==> src/rtl/ingress_rst_seq.sv <==
// Staged reset/clock-enable sequencer for the ingress core: sync release, clocks, secondary, primary, warm reset.
// Optional quiesce-ack timeout enabled by INGRESS_RST_SEQ_QUIESCE_TIMEOUT_EN.
module ingress_rst_seq #(
  parameter int SYNC_STAGES     = 2,
  parameter int CLK_SETTLE_CYC  = 16,
  parameter int STAGE_GAP_CYC   = 8,
  parameter int ASSERT_HOLD_CYC = 4,
  parameter int QUIESCE_TO_CYC  = 256,
  parameter int CNT_W           = 10
) (
  input  logic       primary_clock,
  input  logic       primary_reset_n,
  input  logic       sw_reset_req,
  input  logic       quiesce_ack,
  output logic       enable_primary_clock,
  output logic       enable_secondary_clock,
  output logic       secondary_reset,
  output logic       primary_reset,
  output logic       quiesce_req,
  output logic       reset_done,
  output logic       quiesce_timeout,
  output logic [2:0] seq_state
);

  typedef enum logic [2:0] {
    S_RESET   = 3'd0,
    S_CLKEN   = 3'd1,
    S_SEC_REL = 3'd2,
    S_ACTIVE  = 3'd3,
    S_QUIESCE = 3'd4,
    S_ASSERT  = 3'd5
  } state_t;

  localparam logic [CNT_W-1:0] SETTLE_LD = CNT_W'(CLK_SETTLE_CYC - 1);
  localparam logic [CNT_W-1:0] GAP_LD    = CNT_W'(STAGE_GAP_CYC - 1);
  localparam logic [CNT_W-1:0] HOLD_LD   = CNT_W'(ASSERT_HOLD_CYC - 1);
  localparam logic [CNT_W-1:0] QTO_LD    = CNT_W'(QUIESCE_TO_CYC - 1);

  state_t                 state, state_nxt;
  logic [SYNC_STAGES-1:0] sync_q;
  logic                   rst_sync;
  logic [CNT_W-1:0]       cnt, cnt_nxt;
  logic                   timeout_hit;
  logic                   en_nxt, sec_rst_nxt, pri_rst_nxt, qreq_nxt, done_nxt;

  always_ff @(posedge primary_clock or negedge primary_reset_n) begin
    if (!primary_reset_n) begin
      sync_q <= '0;
    end else begin
      sync_q <= {sync_q[SYNC_STAGES-2:0], 1'b1};
    end
  end

  assign rst_sync = sync_q[SYNC_STAGES-1];

  always_ff @(posedge primary_clock or negedge primary_reset_n) begin
    if (!primary_reset_n) begin
      state <= S_RESET;
      cnt   <= '0;
    end else begin
      state <= state_nxt;
      cnt   <= cnt_nxt;
    end
  end

  // Counter is loaded with N-1 on every timed-state entry and idles down elsewhere.
  always_comb begin
    state_nxt   = state;
    cnt_nxt     = (cnt != '0) ? cnt - 1'b1 : cnt;
    timeout_hit = 1'b0;
    case (state)
      S_RESET: begin
        if (rst_sync) begin
          state_nxt = S_CLKEN;
          cnt_nxt   = SETTLE_LD;
        end
      end
      S_CLKEN: begin
        if (cnt == '0) begin
          state_nxt = S_SEC_REL;
          cnt_nxt   = GAP_LD;
        end
      end
      S_SEC_REL: begin
        if (cnt == '0) begin
          state_nxt = S_ACTIVE;
        end
      end
      S_ACTIVE: begin
        if (sw_reset_req) begin
          state_nxt = S_QUIESCE;
          cnt_nxt   = QTO_LD;
        end
      end
      S_QUIESCE: begin
        if (quiesce_ack) begin
          state_nxt = S_ASSERT;
          cnt_nxt   = HOLD_LD;
        end
`ifdef INGRESS_RST_SEQ_QUIESCE_TIMEOUT_EN
        else if (cnt == '0) begin
          state_nxt   = S_ASSERT;
          cnt_nxt     = HOLD_LD;
          timeout_hit = 1'b1;
        end
`endif
      end
      S_ASSERT: begin
        if (cnt == '0) begin
          state_nxt = S_CLKEN;
          cnt_nxt   = SETTLE_LD;
        end
      end
      default: state_nxt = S_RESET;
    endcase
  end

  // Outputs are decoded from the next state so the registered copies track the state register.
  always_comb begin
    en_nxt      = (state_nxt != S_RESET);
    sec_rst_nxt = (state_nxt == S_RESET) || (state_nxt == S_CLKEN) || (state_nxt == S_ASSERT);
    pri_rst_nxt = !((state_nxt == S_ACTIVE) || (state_nxt == S_QUIESCE));
    qreq_nxt    = (state_nxt == S_QUIESCE);
    done_nxt    = (state_nxt == S_ACTIVE) || (state_nxt == S_QUIESCE);
  end

  always_ff @(posedge primary_clock or negedge primary_reset_n) begin
    if (!primary_reset_n) begin
      enable_primary_clock   <= 1'b0;
      enable_secondary_clock <= 1'b0;
      secondary_reset        <= 1'b1;
      primary_reset          <= 1'b1;
      quiesce_req            <= 1'b0;
      reset_done             <= 1'b0;
    end else begin
      enable_primary_clock   <= en_nxt;
      enable_secondary_clock <= en_nxt;
      secondary_reset        <= sec_rst_nxt;
      primary_reset          <= pri_rst_nxt;
      quiesce_req            <= qreq_nxt;
      reset_done             <= done_nxt;
    end
  end

`ifdef INGRESS_RST_SEQ_QUIESCE_TIMEOUT_EN
  always_ff @(posedge primary_clock or negedge primary_reset_n) begin
    if (!primary_reset_n) begin
      quiesce_timeout <= 1'b0;
    end else if (timeout_hit) begin
      quiesce_timeout <= 1'b1;
    end
  end
`else
  assign quiesce_timeout = 1'b0;
`endif

  assign seq_state = state;

endmodule

==> config.mk <==
export PLATFORM = sky130hd
export DESIGN_NAME = ingress_rst_seq
export DESIGN_NICKNAME = d
export VERILOG_FILES = /design/src/rtl/ingress_rst_seq.sv
export SDC_FILE = /design/constraint.sdc
export NUM_CORES = 1
export LEC_CHECK = 0
export CAP_MARGIN = 20
export CORE_AREA = 2 2 59 55
export CTS_CLUSTER_DIAMETER = 150
export DETAILED_ROUTE_END_ITERATION = 8
export DIE_AREA = 0 0 61 57
export PLACE_DENSITY = 0.65
export REMOVE_ABC_BUFFERS = 1
export SLEW_MARGIN = 20
export SYNTH_ARGS = -nofsm -noshare
export SYNTH_HDL_FRONTEND = slang
export SYNTH_SLANG_ARGS = --single-unit
==> constraint.sdc <==
create_clock -name primary_clock -period 2.7 [get_ports primary_clock]
set_clock_uncertainty 0.2 [all_clocks]
set_input_delay 0.27 -clock primary_clock [delete_from_list [all_inputs] [get_ports primary_clock]]
set_output_delay 0.27 -clock primary_clock [all_outputs]
set_load 0.05 [all_outputs]
==> results.md, run 1 <==
Hold path:
- The min-delay analysis places its worst path in the category primary input to asynchronous set/reset pin.

Global routing:
- Entering global routing, the biggest net connects 21 pins.
- For this run the aggregate overflow at the end of global routing stands at 0.
- The first global-routing pass estimated 3670 um of wire.
- The via count of the first global-routing pass is 777.
- The initial antenna violation count is 0.
- For this run, the total global-route usage over all layers was measured as between 10 and 15%.

Layout:
- The final non-filler cell area is roughly 1300 um^2.
- The final cell count without fillers is 164.
- The number of fill cells is 306.
- In the final layout, the multi-input gates occupy 531 um^2.
- Cells with a size suffix above 1 make up 14.8% of the layout.
- The library cell used most frequently in the layout, excluding fill and tap cells, is sky130_fd_sc_hd__dfrtp_1.
- In the layout the commonest cells are sky130_fd_sc_hd__dfrtp_1 (18), sky130_fd_sc_hd__nand2_1 (12), sky130_fd_sc_hd__clkdlybuf4s50_1 (12), sky130_fd_sc_hd__nor2_1 (8).
- In the final design database the tool counted 131 nets.
- The number of antenna diodes in the final layout is 0.
- The area of all sequential standard cells is 503 um^2.
- The area growth from synthesis to layout is 16.5%.

Logic synthesis:
- The warning count from the yosys run is 0.
- The netlist area before placement is between 1000 and 1500 um^2.
- The flip-flop cell with the highest count after synthesis is sky130_fd_sc_hd__dfrtp_1.
- After synthesis, the share of flip-flops with an asynchronous set or reset is 100%.
- Synthesis produced a netlist whose cell count is 111.
- By area the synthesized netlist is led by sky130_fd_sc_hd__dfrtp_1 (41%), sky130_fd_sc_hd__dfstp_2 (4.8%), sky130_fd_sc_hd__nand2_1 (4.1%).
- The cell accounting for the most synthesized area is sky130_fd_sc_hd__dfrtp_1.
- Summing the sequential cell areas from Yosys gives between 40% and 50% of the chip area.
- Yosys mapped a number of flops with a built-in enable equal to 0.
- The post-synthesis average cell area is 9.84 um^2.
- The proportion of netlist area held by the largest area contributor is 41.2%.
- The total of flip-flops plus latches after synthesis is 20.
- The synthesized netlist contains 43 unique library cells.

Clock network:
- After clock tree synthesis, the flow added hold-fix buffers numbering 0.
- After clock tree synthesis, the repair step resized 0 gates.
- The maximum number of buffers from clock root to sink is 2.
- The clock latency at the later pin of the worst-skew pair is 0.30 ns.
- For this design, the sink count on the clock tree is 20.
- The tree is rooted in a sky130_fd_sc_hd__clkbuf_4.
- After clock tree synthesis, the clock-pin slew on the worst setup and hold paths is 0.11 ns.
- TritonCTS created 3 clock buffers.
- TritonCTS built the clock tree.
- The H-tree depth is 1.
- Buffers added to address setup during post-CTS repair amount to 0.

Die:
- The die is around 60 um wide.
- The floorplan step defined a die boundary enclosing 3480 um^2.
- The number of top-level design ports is 14.
- The region available for standard cell placement spans 2920 um^2.
- The die is 57 um tall.
- The initial core utilization is 37.4%.
- The floorplan has 19 rows.

Pwr:
- The maximum vdd ir drop is 0.426 mV.
- The leakage power of the design is 0.550 nW.
- The overall power consumption is 1.39 mW.
- Registers are responsible for between 30% and 40% of the overall power.
- The share of power burned in combinational logic is about half.
- Of the total power, the share spent switching nets is roughly 46%.
- The clock network is responsible for 9.9% of the overall power.
- Dividing total power by cell area gives a power density of about 1100 nW/um^2.
- The net switching power is 0.635 mW.
- The design internal power is 0.758 mW.

Worst setup path:
- The standard cell with the maximum stage delay on the critical path is sky130_fd_sc_hd__clkdlybuf4s50_1.
- At the worst endpoint, the required time is 2.23 ns.
- The worst setup path category is flip-flop to primary output.
- The number of buffers and inverters on the critical path is 1.
- The startpoint type of the worst setup path is a flip-flop.
- Walking the worst path, the cells encountered are clkdlybuf4s50_1.
- Among cell families on the critical path, the largest total delay comes from buffers and inverters.
- The worst path arrival time is approximately 1.8 ns.
- On the worst path, the slowest cell contributes a delay of 0.89 ns.
- The category of the worst setup path capture point is a primary output.
- The largest driver fanout on the critical path is 14.
- The number of cells on the worst reg-to-reg path is 8.
- The total number of cells along the worst setup path is 1.

STA:
- For the pin with the worst max-slew slack, the measured transition is ~0.55 ns.
- The final clock period utilization by the worst path is 84.1%.
- Headroom to the max-slew limit came out at between 60% and 70%.
- The max-slew violation count came to 0.
- The count of endpoints failing hold in the final timing report is 0.
- Setup repair after global routing left no endpoint under its margin.
- The post-layout minimum cycle time is 2.27 ns.
- The final-layout setup total negative slack is 0 ns.
- Across all setup checks in the final design, the least slack found is 0.431 ns.
- Setup violations remaining at the end of the flow were counted as 0.
- The highest attainable clock frequency is 441 MHz.

Route:
- The average wire per standard cell is 13.0 um.
- The number of vias per cell after detailed routing is 5.14.
- The number of DRC violations after detailed routing is 0.
- The aggregate routed wire length is 2130 um.
- The first routing iteration left 57 violations.
- The total number of vias is 843.
- Before antenna repair, the detailed router went through 4 iterations.
- The antenna violation net count after detailed routing is 0.

Placed design:
- After detailed placement, the total cell area comes to 1250 um^2.
- The number of placed cells counting well taps is ~160.
- The number of port buffers is 12.
- Timing analysis after detailed placement gives a worst setup slack of 0.503 ns.
- The congestion estimate from routability-driven global placement came to a little under 0.8.
- The placed wire-length estimate after detailed placement is 1530 um.

Outcome:
- The run finished with clean final reports.

Job:
- Max-cap violations in this run came to 0.
## power groups by stage
stage / logic, mW / clock network (mW) / registers (mW)
CTS: 0.723 / 0.149 / 0.533
global route: 0.795 / 0.160 / 0.555
global placement: 0.713 / 0 / 0.537
floorplan: 0.394 / 0 / 0.655
detailed placement: 0.717 / 0 / 0.539
finish: 0.722 / 0.138 / 0.533
## area by class of cell
type                            instances  share of cell area [%]
Multi-Input combinational cell         79                    41.7
Sequential cell                        20                    39.5
Timing Repair Buffer                   15                    11.2
Tap cell                               42                    4.13
Clock buffer                            3                    1.77
Inverter                                5                    1.67
## Yosys cell counts, types with 2 or more instances
library cell,n
sky130_fd_sc_hd__dfrtp_1,18
sky130_fd_sc_hd__nand2_1,12
sky130_fd_sc_hd__nor2_1,8
sky130_fd_sc_hd__a21oi_1,6
sky130_fd_sc_hd__nand3_1,6
sky130_fd_sc_hd__clkbuf_1,4
sky130_fd_sc_hd__inv_1,4
sky130_fd_sc_hd__buf_4,3
sky130_fd_sc_hd__ha_1,3
sky130_fd_sc_hd__mux2i_1,3
sky130_fd_sc_hd__o31ai_1,3
sky130_fd_sc_hd__a21o_1,2
sky130_fd_sc_hd__a31oi_1,2
sky130_fd_sc_hd__conb_1,2
sky130_fd_sc_hd__dfstp_2,2
sky130_fd_sc_hd__nand4_1,2
sky130_fd_sc_hd__nor3_1,2
sky130_fd_sc_hd__nor4_1,2
sky130_fd_sc_hd__o21a_1,2
sky130_fd_sc_hd__xor2_1,2
## registers in the layout, indices dropped and copies added (netlist names)
| register | flops |
|---|---|
| enable_secondary_clock | 1 |
| reset_done | 1 |
| seq_state | 3 |
| quiesce_req | 1 |
| cnt | 10 |
| primary_reset | 1 |
| sync_q | 2 |
| secondary_reset | 1 |
## through the flow
| stage | hold WS, ns | util (%) |
|---|---|---|
| CTS | 0.100 | 43.5 |
| global placement | 0.133 | 42.7 |
| finish | 0.0991 | 43.5 |
| global route | 0.114 | 43.5 |
| floorplan | -0.226 | - |
| detailed placement | 0.138 | 42.7 |
## kinds of logic (layout without fill, tap and decap cells)
| kind of cell | after synthesis | count (layout) | share of synthesized area (%) |
|---|---|---|---|
| AND/OR/NAND/NOR | 41 | 41 | 20.4 |
| other | 2 | 2 | 0.688 |
| adder cells (fa/ha/maj) | 3 | 3 | 3.44 |
| AO/OA/AOI/OAI | 25 | 25 | 16.5 |
| XOR/XNOR | 3 | 3 | 2.41 |
| flip-flops | 20 | 20 | 46.0 |
| multiplexers | 5 | 5 | 5.15 |
| buffers and inverters | 12 | 23 | 5.38 |
## path summary, 6_finish.rpt
path | endpoint | slack [ns] | start
setup / recovery | seq_state[2] | 0.43 | seq_state[2]
hold / removal | cnt[9] | 0.1 | primary_reset_n
setup reg to reg | cnt[0] | 0.49 | cnt[1]
hold reg to reg | sync_q[1] | 0.16 | sync_q[0]
max in group asynchronous | secondary_reset | 1.93 | primary_reset_n
min in group primary_clock | sync_q[1] | 0.16 | sync_q[0]
## metal layers
metal  wire length [um]  GRT usage, %  part of all wire (%)
met1               1080          20.7                    51
met2                944          20.3                    44
met3                 97          4.08                   4.6
met4                  7          2.80                  0.33
met5                  0             0                     0
Power figures use the tool's default switching activity.
==> run 2: changes to the inputs <==
- clock period: 2.7 -> 2.2 ns (I/O delays scaled with it)
==> run 2 against run 1 <==
Net effect:
- via count is 2.5% higher
- die area stayed put
- clock-buffer cell count stayed put
- critical endpoint is now primary_reset
- largest cell class unchanged
==> results.md, run 2 (synthesis gave the netlist of run 1 again) <==
STA:
- The final setup violation count is 0 (unchanged).
- Counting I/O delays and the setup requirement, the final critical path takes 2.05 ns.
- The actual transition at the worst max-transition pin is 0.561 ns (+0.0115 ns).
- The worst slack on hold paths is 0.0275 ns (-0.0716 ns).
- The final clock period utilization by the worst path is roughly 93%.
- The count of endpoints failing hold in the final timing report is 0 (unchanged).
- The final-layout setup total negative slack is 0 ns (unchanged).
- The tightest slew margin relative to the limit is 62.3% (-0.78 points).
- The highest attainable clock frequency is 488 MHz.
- The least setup slack across all paths after layout is 0.151 ns (-0.279 ns).
- Setup repair after global routing left no endpoint under its margin.
- The max-slew violation count is 0 (unchanged).

Worst setup path:
- The worst setup path category is flip-flop to primary output.
- The critical path data required time is 1.78 ns (-0.45 ns).
- Tracing the worst setup path back leads to its startpoint at primary_reset.
- Traced cell by cell, the critical path runs through clkdlybuf4s50_1.
- The end of the worst register-to-register path is cnt[0].
- The largest driver fanout on the critical path is 1 (-13).
- The worst path arrival time came to 1.63 ns (-0.17 ns).
- The total number of cells along the worst setup path is 1 (unchanged).
- The startpoint type of the worst setup path is a flip-flop.
- The standard cell with the maximum stage delay on the critical path is sky130_fd_sc_hd__clkdlybuf4s50_1.
- The worst reg-to-reg setup slack is 0.20 ns (-0.29 ns).
- The critical path endpoint is primary_reset.
- The buffering stage count on the worst path with inverters included came to 1 (unchanged).
- The cell family with the largest share of critical-path delay is buffers and inverters.
- The category of the worst setup path capture point is a primary output.
- The delay of the slowest cell on the worst path was 0.79 ns (-0.10 ns).
- The depth of the most critical reg-to-reg path was 7 (-1).
- The worst flop-to-flop path startpoint is cnt[0].

Route:
- The number of vias per cell after detailed routing was 5.11 (-0.54%).
- The aggregate routed wire length is 2120 um (-0.19%).
- The antenna violation net count after detailed routing is 0 (unchanged).
- The total number of vias came to 864 (+2.5%).
- The average wire per standard cell is 12.6 um (-3.1%).
- The number of DRC markers in iteration 0 is 17 (-70%).
- The number of DRC violations after detailed routing came to 0 (unchanged).
- The number of detailed-routing iterations run before antenna repair is 4 (unchanged).

Placed design:
- The routability congestion estimate from global placement came to 0.854 (+8.3%).
- The post-placement setup slack is 0.243 ns (-0.260 ns).
- The standard cell area after detailed placement is 1280 um^2 (+2.2%).
- The placed wire-length estimate after detailed placement came to 1600 um (+4.6%).
- The number of placed cells counting well taps was 165 (+2.5%).
- The number of port buffers came to 12 (unchanged).

Pwr:
- The leakage power of the design is 0.586 nW (+6.5%).
- The maximum vdd ir drop is 0.631 mV (+48%).
- The power per cell area was 1410 nW/um^2 (+29%).

Clock network:
- The clock latency at the later pin of the worst-skew pair came to 0.30 ns (about the same).
- The H-tree depth came to 1 (unchanged).
- The maximum number of buffers from clock root to sink is 2 (unchanged).
- The number of clock sinks came to 20 (unchanged).
- The clock slew seen by the registers of the worst setup and hold paths was 0.12 ns (about the same).
- The post-CTS setup buffer count is 0 (unchanged).
- The clock tree from TritonCTS is done.
- The root buffer cell chosen for the clock tree is sky130_fd_sc_hd__clkbuf_4.
- The number of buffers created by CTS is 3 (unchanged).
- The quantity of gates resized following cts is 0 (unchanged).
- The number of hold-repair buffers added at the cts stage is 0 (unchanged).

Layout:
- Leaving out fill and tap cells, the most frequent cell in the layout is sky130_fd_sc_hd__dfrtp_1.
- The number of flip-flops in the largest register is 10 (unchanged).
- The net total in the final layout was 135 (+3.1%).
- The proportion of layout cells with a drive suffix above 1 is 18.9% (+4.1 points).
- The register with the most flip-flops is cnt.
- The number of fill cells is 301 (-1.6%).
- The final cell count without fillers is 169 (+3.0%).
- The area overhead of the layout relative to synthesis is 21.8%.
- The final non-filler cell area is 1330 um^2 (+4.5%).
- The number of diodes added for antenna fixing is 0 (unchanged).
- In the layout the commonest cells are sky130_fd_sc_hd__dfrtp_1 (18), sky130_fd_sc_hd__nand2_1 (12), sky130_fd_sc_hd__clkdlybuf4s50_1 (11), sky130_fd_sc_hd__nor2_1 (8), sky130_fd_sc_hd__buf_4 (8).

Global routing:
- The initial antenna violation count is 0 (unchanged).
- The maximum number of pins on one net before global-route repair is 21 (unchanged).
- The total routing usage reported by global routing came to 14.3% (+0.33 points).
- The wire length of the first global-routing pass was 3800 um (+3.4%).
- The via count of the first global-routing pass was 846 (+8.9%).
- The aggregate global routing overflow is 0 (unchanged).

Die:
- The number of top-level design ports is 14 (unchanged).
- The initial core utilization is 37.4% (unchanged).
- The floorplan die height is 57 um (unchanged).
- The overall die width is 61 um (unchanged).
- The placeable core area is 2920 um^2 (unchanged).
- The number of placement rows is 19 (unchanged).
- The total die area came to 3480 um^2 (unchanged).

Job:
- The total of max-cap violations is 0 (unchanged).

Hold path:
- The path class of the tightest hold or removal check is primary input to asynchronous set/reset pin.

Outcome:
- The flow ran to the end, and the final reports show no timing, DRC or antenna violations.
## run 2: power breakdown
| group | switching [mW] | internal [mW] |
|---|---|---|
| Combinational | 0.512 | 0.394 |
| Sequential | 0.166 | 0.498 |
| Clock | 0.117 | 0.184 |
## run 2: layout make-up
class,count,area (um^2),share of cell area (%)
repair buffers,19,170,12.8
clock buffers,3,22.5,1.69
well taps,42,52.6,3.95
multi-input cells,79,531,39.9
clock inverters,1,30.0,2.26
inverters,5,21.3,1.60
flip-flops and latches,20,503,37.8
## run 2: how the worst min path moves through the flow
stage | to | cells past startpoint | slack [ns]
after floorplan | cnt[0] | 0 | -0.28
after global placement | sync_q[1] | 0 | 0.13
after detailed placement | sync_q[1] | 0 | 0.14
after CTS | cnt[2] | 2 | 0.03
after global routing | cnt[4] | 2 | 0.07
final | cnt[2] | 2 | 0.03
## run 2: routing by layer
metal | share of wire, % | routed length, um | vias to the layer above | track usage, %
li1 | - | - | 421 | -
met1 | 48 | 1030 | 414 | 21.3
met2 | 46 | 977 | 24 | 21.4
met3 | 4.2 | 90 | 5 | 2.04
met4 | 1.4 | 29 | 0 | 4.66
met5 | 0 | 0 | - | 0
## run 2: per-stage QoR
| step | power, mW | util, % |
|---|---|---|
| 6_report | 1.87 | 45.5 |
| 3_3_place_gp | 1.56 | 43.7 |
| 2_1_floorplan | 1.29 | - |
| 5_1_grt | 2.02 | 45.5 |
| 4_1_cts | 1.89 | 45.5 |
| 3_5_place_dp | 1.58 | 43.7 |
==> run 3: changes to the inputs <==
- PLACE_DENSITY: 0.65 -> not set
- PLACE_DENSITY_LB_ADDON: not set -> 0.3
==> run 3 against run 2 <==
Net effect:
- routed wire length shrank 0.94%
- combinational power increased by 2%
- power down 4.4%
- worst hold slack lost 0.024 ns
- sequential share of layout area grew 0.40 points
- flip-flop and latch count stayed put
- global-route usage shrank 0.76 points
- largest cell class unchanged
- clock-buffer cell count increased by 1
- worst setup slack got worse by 0.033 ns
- core utilization is 0.47 points lower
- via count fell by 1.7%
- critical endpoint unchanged
==> results.md, run 3 (synthesis gave the netlist of run 1 again) <==
Outcome:
- The flow ran to the end, and the final reports show no timing, DRC or antenna violations.

STA:
- The worst slack on hold paths is 0.00297 ns (-0.0245 ns).
- Setup repair after global routing left no endpoint under its margin.
- The final-layout setup total negative slack is 0 ns (unchanged).
- The final setup violation count is 0 (unchanged).
- The max-slew violation count is 0 (unchanged).
- The actual transition at the worst max-transition pin is 0.571 ns (+0.0103 ns).
- The highest attainable clock frequency is 480 MHz (-1.6%).
- The post-layout minimum cycle time came to 2.08 ns (+0.0327 ns).
- The count of endpoints failing hold in the final timing report is 0 (unchanged).
- The final clock period utilization by the worst path was 94.6% (+1.5 points).
- The tightest slew margin relative to the limit was 61.6% (-0.69 points).

Layout:
- Ranked by flip-flop count, first place goes to cnt.
- The net total in the final layout is 135 (unchanged).
- The proportion of layout cells with a drive suffix above 1 is 18.9% (unchanged).
- The library cells used most frequently in the layout, excluding fill and tap cells, are sky130_fd_sc_hd__dfrtp_1 (18), sky130_fd_sc_hd__nand2_1 (12), sky130_fd_sc_hd__clkdlybuf4s50_1 (10), sky130_fd_sc_hd__nor2_1 (8), sky130_fd_sc_hd__buf_4 (8).
- The number of flip-flops in the largest register is 10 (unchanged).
- The final non-filler cell area is 1320 um^2 (-1.0%).
- Compared with the post-synthesis result, the final layout area differs by 20.5%.
- The number of fill cells is 290 (-3.7%).
- The most frequent standard cell in the layout excluding fill and tap cells is sky130_fd_sc_hd__dfrtp_1.
- The number of diodes added for antenna fixing was 0 (unchanged).
- The core occupancy in the finished layout is 45.0% (-0.47 points).

Route:
- The average wire per standard cell is 12.4 um (-0.94%).
- The number of detailed-routing iterations run before antenna repair was 4 (unchanged).
- The number of vias per cell after detailed routing was 5.02 (-1.7%).
- The aggregate routed wire length was 2100 um (-0.94%).
- The total number of vias is 849 (-1.7%).
- The number of DRC violations after detailed routing is 0 (unchanged).
- The antenna violation net count after detailed routing is 0 (unchanged).
- The number of DRC markers in iteration 0 came to 52 (+35).

Worst setup path:
- The worst setup path is of the flip-flop to primary output kind.
- Traced cell by cell, the critical path runs through clkdlybuf4s50_1.
- STA classifies the critical path endpoint as a primary output.
- The delay of the slowest cell on the worst path is 0.81 ns (+0.02 ns).
- The standard cell with the maximum stage delay on the critical path is sky130_fd_sc_hd__clkdlybuf4s50_1.
- The buffering stage count on the worst path with inverters included is 1 (unchanged).
- The worst setup path is launched from a flip-flop.
- The largest driver fanout on the critical path is 1 (unchanged).
- The worst path arrival time is 1.66 ns (+0.03 ns).
- The cell family with the largest share of critical-path delay is buffers and inverters.
- The critical path data required time was 1.78 ns (about the same).

Clock network:
- The clock tree from TritonCTS is done.
- The clock latency at the later pin of the worst-skew pair is 0.31 ns (about the same).
- The number of hold-repair buffers added at the cts stage is 0 (unchanged).
- The H-tree depth is 1 (unchanged).
- The number of clock sinks is 20 (unchanged).
- The number of buffers created by CTS came to 3 (unchanged).
- The cell at the root of the clock tree is sky130_fd_sc_hd__clkbuf_4.
- The maximum number of buffers from clock root to sink is 2 (unchanged).
- The clock slew seen by the registers of the worst setup and hold paths came to 0.12 ns (about the same).

Placed design:
- The number of port buffers is 12 (unchanged).
- The routability congestion estimate from global placement is 0.821 (-3.9%).
- The standard cell area after detailed placement is 1280 um^2 (unchanged).
- The placed wire-length estimate after detailed placement is 1610 um (+0.46%).

Global routing:
- The wire length of the first global-routing pass is 3550 um (-6.4%).
- The initial antenna violation count came to 0 (unchanged).
- The maximum number of pins on one net before global-route repair is 14 (-33%).
- The aggregate global routing overflow is 0 (unchanged).
- The total routing usage reported by global routing came to 13.5% (-0.76 points).
- The via count of the first global-routing pass is 800 (-5.4%).

Hold path:
- The worst hold path class is primary input to asynchronous set/reset pin.

Die:
- The overall die width is 61 um (unchanged).
- The number of top-level design ports came to 14 (unchanged).
- The placeable core area is 2920 um^2 (unchanged).
- The number of placement rows is 19 (unchanged).
- The total die area is 3480 um^2 (unchanged).
- The initial core utilization was 37.4% (unchanged).
- The floorplan die height was 57 um (unchanged).

Pwr:
- The leakage power of the design is 0.596 nW (+1.8%).
- The maximum vdd ir drop came to 0.378 mV (-40%).
- The power per cell area is 1360 nW/um^2 (-3.4%).

Job:
- The total of max-cap violations is 0 (unchanged).
-- run 3: changes by cell type in the layout (fill, tap and decap cells not counted) --
cell / delta
sky130_fd_sc_hd__clkdlybuf4s50_1: -1
sky130_fd_sc_hd__bufinv_16: -1
sky130_fd_sc_hd__dlymetal6s2s_1: +1
sky130_fd_sc_hd__clkbuf_8: +1
-- run 3: final timing paths --
| check | start | to | slack, ns | depth (start not counted) |
|---|---|---|---|---|
| min in group primary_clock | sync_q[0] | sync_q[1] | 0.16 | 0 |
| max | primary_reset | primary_reset | 0.12 | 1 |
| max reg2reg | cnt[0] | cnt[0] | 0.24 | 7 |
| max in group asynchronous | primary_reset_n | seq_state[2] | 1.27 | 2 |
| min | primary_reset_n | cnt[7] | 0.003 | 1 |
| min reg2reg | sync_q[0] | sync_q[1] | 0.16 | 0 |
-- run 3: what timing repair did --
| action | CTS | global route |
|---|---|---|
| resized for setup | 0 | 1 |
| endpoints found under the setup margin | 0 | 1 |
| setup buffers | 0 | 0 |
-- run 3: where the power goes --
group          internal (mW)  switching [mW]
Sequential             0.499           0.154
Clock                  0.101           0.113
Combinational          0.401           0.522
-- run 3: final cells by class --
type	instances	area [um^2]	share of cell area [%]
multi-input combinational	79	531	40.3
sequential	20	503	38.2
inverter	5	21.3	1.62
clock buffer	4	36.3	2.76
tap	42	52.6	3.99
timing repair buffer	19	173	13.1
-- run 3: stage by stage --
stage          worst slack [ns]  instances  power (mW)
2_1_floorplan            0.0955        104        1.29
3_3_place_gp              0.306        165        1.57
3_5_place_dp              0.250        165        1.58
4_1_cts                 0.00521        169        1.81
5_1_grt                  0.0759        169        1.94
6_report                  0.118        169        1.79
-- run 3: metal layers --
| metal | share of wire (%) | GRT usage [%] |
|---|---|---|
| met1 | 48 | 18.5 |
| met2 | 49 | 20.7 |
| met4 | 0 | 4.35 |
| met3 | 3.4 | 3.63 |
| met5 | 0 | 0 |
